<file path="src/rtl/rca_adder_pkg.sv">
// Shared configuration for the ripple-carry adder slice.
package rca_adder_pkg;

    localparam int DEFAULT_N = 4;

endpackage

</file>
<file path="src/rtl/rca_adder_if.sv">
// Operand/result bundle for rca_adder: the producer drives A/B/Cin, the adder returns SUM/Cout.
interface rca_adder_if #(
    parameter int N = rca_adder_pkg::DEFAULT_N
);

    logic [N-1:0] A;
    logic [N-1:0] B;
    logic         Cin;
    logic [N-1:0] SUM;
    logic         Cout;

    modport master (output A, output B, output Cin, input SUM, input Cout);
    modport slave  (input A, input B, input Cin, output SUM, output Cout);

endinterface

</file>
<file path="src/rtl/rca_adder_full_adder.sv">
// One-bit full adder cell used as the ripple stage of rca_adder.
module rca_adder_full_adder (
    input  logic a,
    input  logic b,
    input  logic ci,
    output logic s,
    output logic co
);

    logic p;

    assign p  = a ^ b;
    assign s  = p ^ ci;
    assign co = (a & b) | (ci & p);

endmodule

</file>
<file path="src/rtl/rca_adder.sv">
// N-bit ripple-carry adder with a single registered output stage ({Cout,SUM} = A + B + Cin).
module rca_adder
    import rca_adder_pkg::*;
#(
    parameter int N = DEFAULT_N
) (
    input  logic        clk,
    input  logic        rst_n,
    rca_adder_if.slave  bus
);

    logic [N:0]   c;
    logic [N-1:0] s;

    assign c[0] = bus.Cin;

    for (genvar i = 0; i < N; i++) begin : g_bit
        rca_adder_full_adder u_fa (
            .a  (bus.A[i]),
            .b  (bus.B[i]),
            .ci (c[i]),
            .s  (s[i]),
            .co (c[i+1])
        );
    end

    always_ff @(posedge clk or negedge rst_n) begin
        if (!rst_n) begin
            bus.SUM  <= '0;
            bus.Cout <= 1'b0;
        end else begin
            bus.SUM  <= s;
            bus.Cout <= c[N];
        end
    end

`ifndef synthesis
    // Sampled output at edge k holds the result registered at edge k-1.
    a_sum_matches : assert property (@(posedge clk)
        (rst_n && $past(rst_n)) |->
            ({bus.Cout, bus.SUM} == $past({1'b0, bus.A} + {1'b0, bus.B} + (N+1)'(bus.Cin))));

    a_reset_zero : assert property (@(posedge clk)
        !rst_n |-> ({bus.Cout, bus.SUM} == '0));
`endif

endmodule

</file>
<file path="src/flat_wrapper.sv">
// flat-port wrapper written by rule: the top's interface ports become plain ports
module rca_adder_flat import rca_adder_pkg::*;
#(
    parameter int N = DEFAULT_N
)
  (clk, rst_n, bus_A, bus_B, bus_Cin, bus_SUM, bus_Cout);
  rca_adder_if #(.N(N)) bus_i ();
  input  logic clk;
  input  logic rst_n;
  input wire logic [$bits(bus_i.A)-1:0] bus_A;
  input wire logic [$bits(bus_i.B)-1:0] bus_B;
  input wire logic [$bits(bus_i.Cin)-1:0] bus_Cin;
  output wire logic [$bits(bus_i.SUM)-1:0] bus_SUM;
  output wire logic [$bits(bus_i.Cout)-1:0] bus_Cout;
  assign bus_i.A = bus_A;
  assign bus_i.B = bus_B;
  assign bus_i.Cin = bus_Cin;
  assign bus_SUM = bus_i.SUM;
  assign bus_Cout = bus_i.Cout;
  rca_adder #(.N(N)) u_core (.clk(clk), .rst_n(rst_n), .bus(bus_i));
endmodule
</file>
<file path="config.mk">
export PLATFORM = sky130hd
export DESIGN_NAME = rca_adder_flat
export DESIGN_NICKNAME = d
export VERILOG_FILES = /design/src/rtl/rca_adder_pkg.sv /design/src/rtl/rca_adder_if.sv /design/src/rtl/rca_adder_full_adder.sv /design/src/rtl/rca_adder.sv /design/src/flat_wrapper.sv
export SDC_FILE = /design/constraint.sdc
export NUM_CORES = 1
export LEC_CHECK = 0
export ABC_AREA = 1
export CAP_MARGIN = 20
export CORE_AREA = 4 4 41 43
export CTS_BUF_LIST = sky130_fd_sc_hd__clkbuf_4 sky130_fd_sc_hd__clkbuf_8
export CTS_CLUSTER_SIZE = 40
export DETAILED_ROUTE_END_ITERATION = 16
export DIE_AREA = 0 0 45 47
export PLACE_DENSITY_LB_ADDON = 0.2
export SYNTH_ARGS = -nofsm -noshare
export SYNTH_HDL_FRONTEND = slang
export SYNTH_SLANG_ARGS = --single-unit
</file>
<file path="constraint.sdc">
create_clock -name clk -period 0.8 [get_ports clk]
set_input_delay 0.16 -clock clk [delete_from_list [all_inputs] [get_ports clk]]
set_output_delay 0.16 -clock clk [all_outputs]
set_load 0.02 [all_outputs]
</file>
Yosys cells after proc, flatten, opt, wreduce, memory -nomap -nowiden

Index checks and enable logic that the tools add are counted.
W data, S select, Z words.

Bitwise logic cells: 20

Operator list:

| cell          | number |
|---|---|
| $and A1 B1 Y1 | 8 |
| $xor A1 B1 Y1 | 8 |
| $or A1 B1 Y1  | 4 |

Register bits after elaboration: 5
Output and inout port bits: 5
Word-level logic and storage cells: 22

Longest topological paths before layout

Gate-level depths: netlist of run 1.

Depth after elaboration: 9
Gate-level depth with buffers: 8

Cells and area by module

From an unflattened synthesis of run 1, not the netlist that was laid out.

Cells, all modules: 9
Area total of the unflattened synthesis: 205.2 um2

Modules (own cells, without submodules):

| module               | times used | cells an instance | area an instance (um2) | seq. area each (um2) |
|---|---|---|---|---|
| rca_adder            | 1          | 5                 | 125.1                  | 125.1 |
| rca_adder_full_adder | 4          | 1                 | 20.0                   | 0.0 |

Worst setup path before layout of run 1

Ideal clock, no wire load.

Kind: input-to-reg
Start point: in bus_Cin
End point: reg u_core.bus.SUM[3]
Setup time: 64 ps
Arrival time: 1,653 ps
Data required time: 736 ps
Setup slack: -917 ps
Stages on the path: 8
Cells stage by stage: inv_1 -> fa_1 -> inv_1 -> fa_1 -> fa_1 -> inv_1 -> fa_1 -> inv_1

Word-level cells in the longest chain between the ends: 7

RTL lines:

| item                             | RTL line                   | text |
|---|---|---|
| start, declared                  | flat_wrapper.sv:12         | `input wire logic [$bits(bus_i.Cin)-1:0] bus_Cin;` |
| $and A1 B1 Y1                    | rca_adder_full_adder.sv:14 | `assign co = (a & b) \| (ci & p);` |
| $or A1 B1 Y1                     | rca_adder_full_adder.sv:14 |  |
| $and A1 B1 Y1                    | rca_adder_full_adder.sv:14 |  |
| $or A1 B1 Y1                     | rca_adder_full_adder.sv:14 |  |
| $and A1 B1 Y1                    | rca_adder_full_adder.sv:14 |  |
| $or A1 B1 Y1                     | rca_adder_full_adder.sv:14 |  |
| $xor A1 B1 Y1                    | rca_adder_full_adder.sv:13 | `assign s = p ^ ci;` |
| named net u_core.g_bit[3].u_fa.s | rca_adder_full_adder.sv:6  | `output logic s,` |
| end signal, assigned             | rca_adder.sv:32            | `bus.SUM <= s;` |
| end, declared                    | rca_adder_if.sv:13         | `modport slave (input A, input B, input Cin, output SUM, output Cout);` |

The timed path passes the listed nets, and every way through them passes these cells.

Final worst setup path of run 1

Ends and elaborated chain as after synthesis.

==> results of run 1 <==
worst paths after layout:
check / end / depth (start not counted)
max: u_core.bus.SUM[3]$_DFF_PN0_ / 9
min: u_core.bus.SUM[3]$_DFF_PN0_ / 1
max in group asynchronous: u_core.bus.SUM[0]$_DFF_PN0_ / 1
min in group clk: u_core.bus.SUM[0]$_DFF_PN0_ / 4
final cells by class:
cell class              instances  share of cell area, %
repair buffers                 15                   33.6
flip-flops and latches          5                   26.0
multi-input cells               4                   18.7
inverters                      10                   11.5
clock buffers                   4                   6.25
well taps                      15                   3.91
what timing repair did:
| action | in CTS | in global routing |
|---|---|---|
| resized for setup | 50 | 1 |
| pin swaps | 4 | 4 |
| endpoints found under the setup margin | 10 | 9 |
| cloned | 0 | 0 |
| endpoints found under the hold margin | 0 | 0 |
through the flow:
| step | setup WS [ns] | hold slack [ns] | setup TNS [ns] | utilization [%] | total power [mW] |
|---|---|---|---|---|---|
| global route | -0.795 | 0.160 | -2.57 | 36.9 | 0.956 |
| global placement | -1.52 | 0.388 | -6.98 | 33.8 | 0.575 |
| finish | -0.755 | 0.134 | -2.36 | 36.9 | 0.909 |
| floorplan | -0.843 | -0.136 | -2.37 | - | 0.420 |
| detailed placement | -1.53 | 0.388 | -7.05 | 33.8 | 0.578 |
| CTS | -0.817 | 0.128 | -2.60 | 36.9 | 0.930 |
synth_stat cells (all sizes together):
master	count
inv	10
dfrtp	5
fa	4
cell families after synthesis:
logic type	count (synthesis)	synth area share [%]
buf+inv	10	15.5
flops	5	51.5
fa+ha+maj	4	33.0
sequential cells by signal, indices dropped and copies added (netlist names):
| register | flops |
|---|---|
| u_core.bus.Cout | 1 |
| u_core.bus.SUM | 4 |
power groups by stage:
| stage | logic [mW] | registers, mW | clock network [mW] |
|---|---|---|---|
| after floorplan | 0.0558 | 0.364 | 0 |
| after global placement | 0.269 | 0.306 | 0 |
| after detailed placement | 0.270 | 0.308 | 0 |
| after CTS | 0.280 | 0.313 | 0.337 |
| after global routing | 0.297 | 0.315 | 0.344 |
| final | 0.278 | 0.313 | 0.319 |
routing by layer:
layer  part of all wire [%]  GRT usage, %  vias up
li1                       -             -       84
met1                     31          4.25       80
met2                     52          7.34       12
met3                     13             0        2
met4                    3.4          10.5        0
met5                      0             0        -
worst max-delay path: stages:
cell and delay [ns]:
buf_8 0.11, inv_12 0.04, fa_2 0.19, inv_2 0.04
fa_2 0.33, fa_2 0.34, inv_2 0.06, fa_2 0.42
inv_2 0.05
==> results.md, run 1 <==
* Status: complete, but fails checks
* Failing checks: negative setup slack
* Cell taking the most area after synthesis: dfrtp_1
* Worst-case clock buffer depth at 2
* DRC violations left at 0
* Switching power at about 0.24 mW
* I/O Pins at 16
* # fillers at approximately 140
* Area occupied by multi-input gates at roughly 90 um2
* Layout area overhead at 97.9%
* Register area share after synthesis at about half
* Area after DPL at 439 um2
* Commonest cells after routing, fill and taps aside: buf_6, clkdlybuf4s50_1, dfrtp_1
* Relative slew slack at 86.0%
* # hold bufs at CTS at 0
* Clock sink count at 5
* Crit share post-route at 194%
* Number of port buffers at 15
* Combinational share of power at 30.6%
* Hold crit path type: input port to async pin
* Max-Cap Viols at 0
* Slew Limit Fails at 0
* Core Region at 1300 um2
* RSZ-0062 raised after global routing: yes
* P_int at ~0.67 mW
* Vias in the first global route at 185
* Finished Layout Cells at 53
* Post-DP HPWL at approximately 370 um
* CTS tree: built
* Worst Path Arrival at 1.74 ns
* Slew @ Worst Pin at between 0.2 and 0.25 ns
* Iteration count of the initial detailed-routing pass at 1
* Seq. cell area at 125 um2
* CP max FO at 1
* Initial antenna violation count at 0
* Syn Inst Count at 19
* Netlist cell types at 3
* Flops & latches, synth at 5
* Initial core utilization at 18.7%
* WP data required at 0.98 ns
* Placed Cells at 49
* Sequential Power Share at 34.4%
* Design area at 480 um2
* Num CTS Buffers at 3
* Worst vdd rail ir drop at between 0.5 and 0.6 mV
* Final antenna-violating net count at 0
* Share of cells above drive strength 1 at 57.9%
* Routed len/inst at 7.68 um
* Via count at roughly 180
* Initial DRC count at 0
* Top-area cell type share of the netlist area at 51.5%
* Root Buffer: clkbuf_4
* Vias per cell at 3.36
* Worst Setup SP: bus_Cin
* Largest net degree at the start of global routing at 6
* Fmax at ~0.64 GHz
* Endpoints failing hold at 0
* Die Wd at 45 um
* Die ar. at 2120 um2
* Pwr/cell area at approximately 1900 nW/um2
* Setup bufs post-CTS at 0
* Synthesized area per cell at 12.8 um2
* Routability congestion estimate at about 0.56
* Area contributors post-synth: dfrtp_1, fa_1, inv_1
* Final setup viols at 9
* Ys Warns at 0
* Commonest non-fill, non-tap cell in the layout: buf_6
* Final WL at between 400 and 500 um
* Clock power frac at 35.1%
* H-tree levels at 1
* Clk slew on worst S/H paths at around 0.04 ns
* LEAKAGE at approximately 0.23 nW
* Final WS setup at -0.755 ns
* CP Launch Type: input port
* Syn nets at 34
* Setup CP Type: input port to register
* Die H at 47 um
* GRT overflow at 0
* Row count at 13
* Final nets at 54
* Switch share at 26.2%
* ANT cells at 0
* Minimum clock period at 1.55 ns
* First-pass GRT wire length at 641 um
* CP Capture Type: register
* Total track usage at 4.96%
* Synthesized area at 243 um2
No activity file was read; power rests on OpenSTA's default activity.
==> run 2, diff against run 1 <==
Settings changed: GPL_TIMING_DRIVEN from default to 0.
==> results of run 2 <==
Final layout, timing and power as in run 1 (identical DEF).
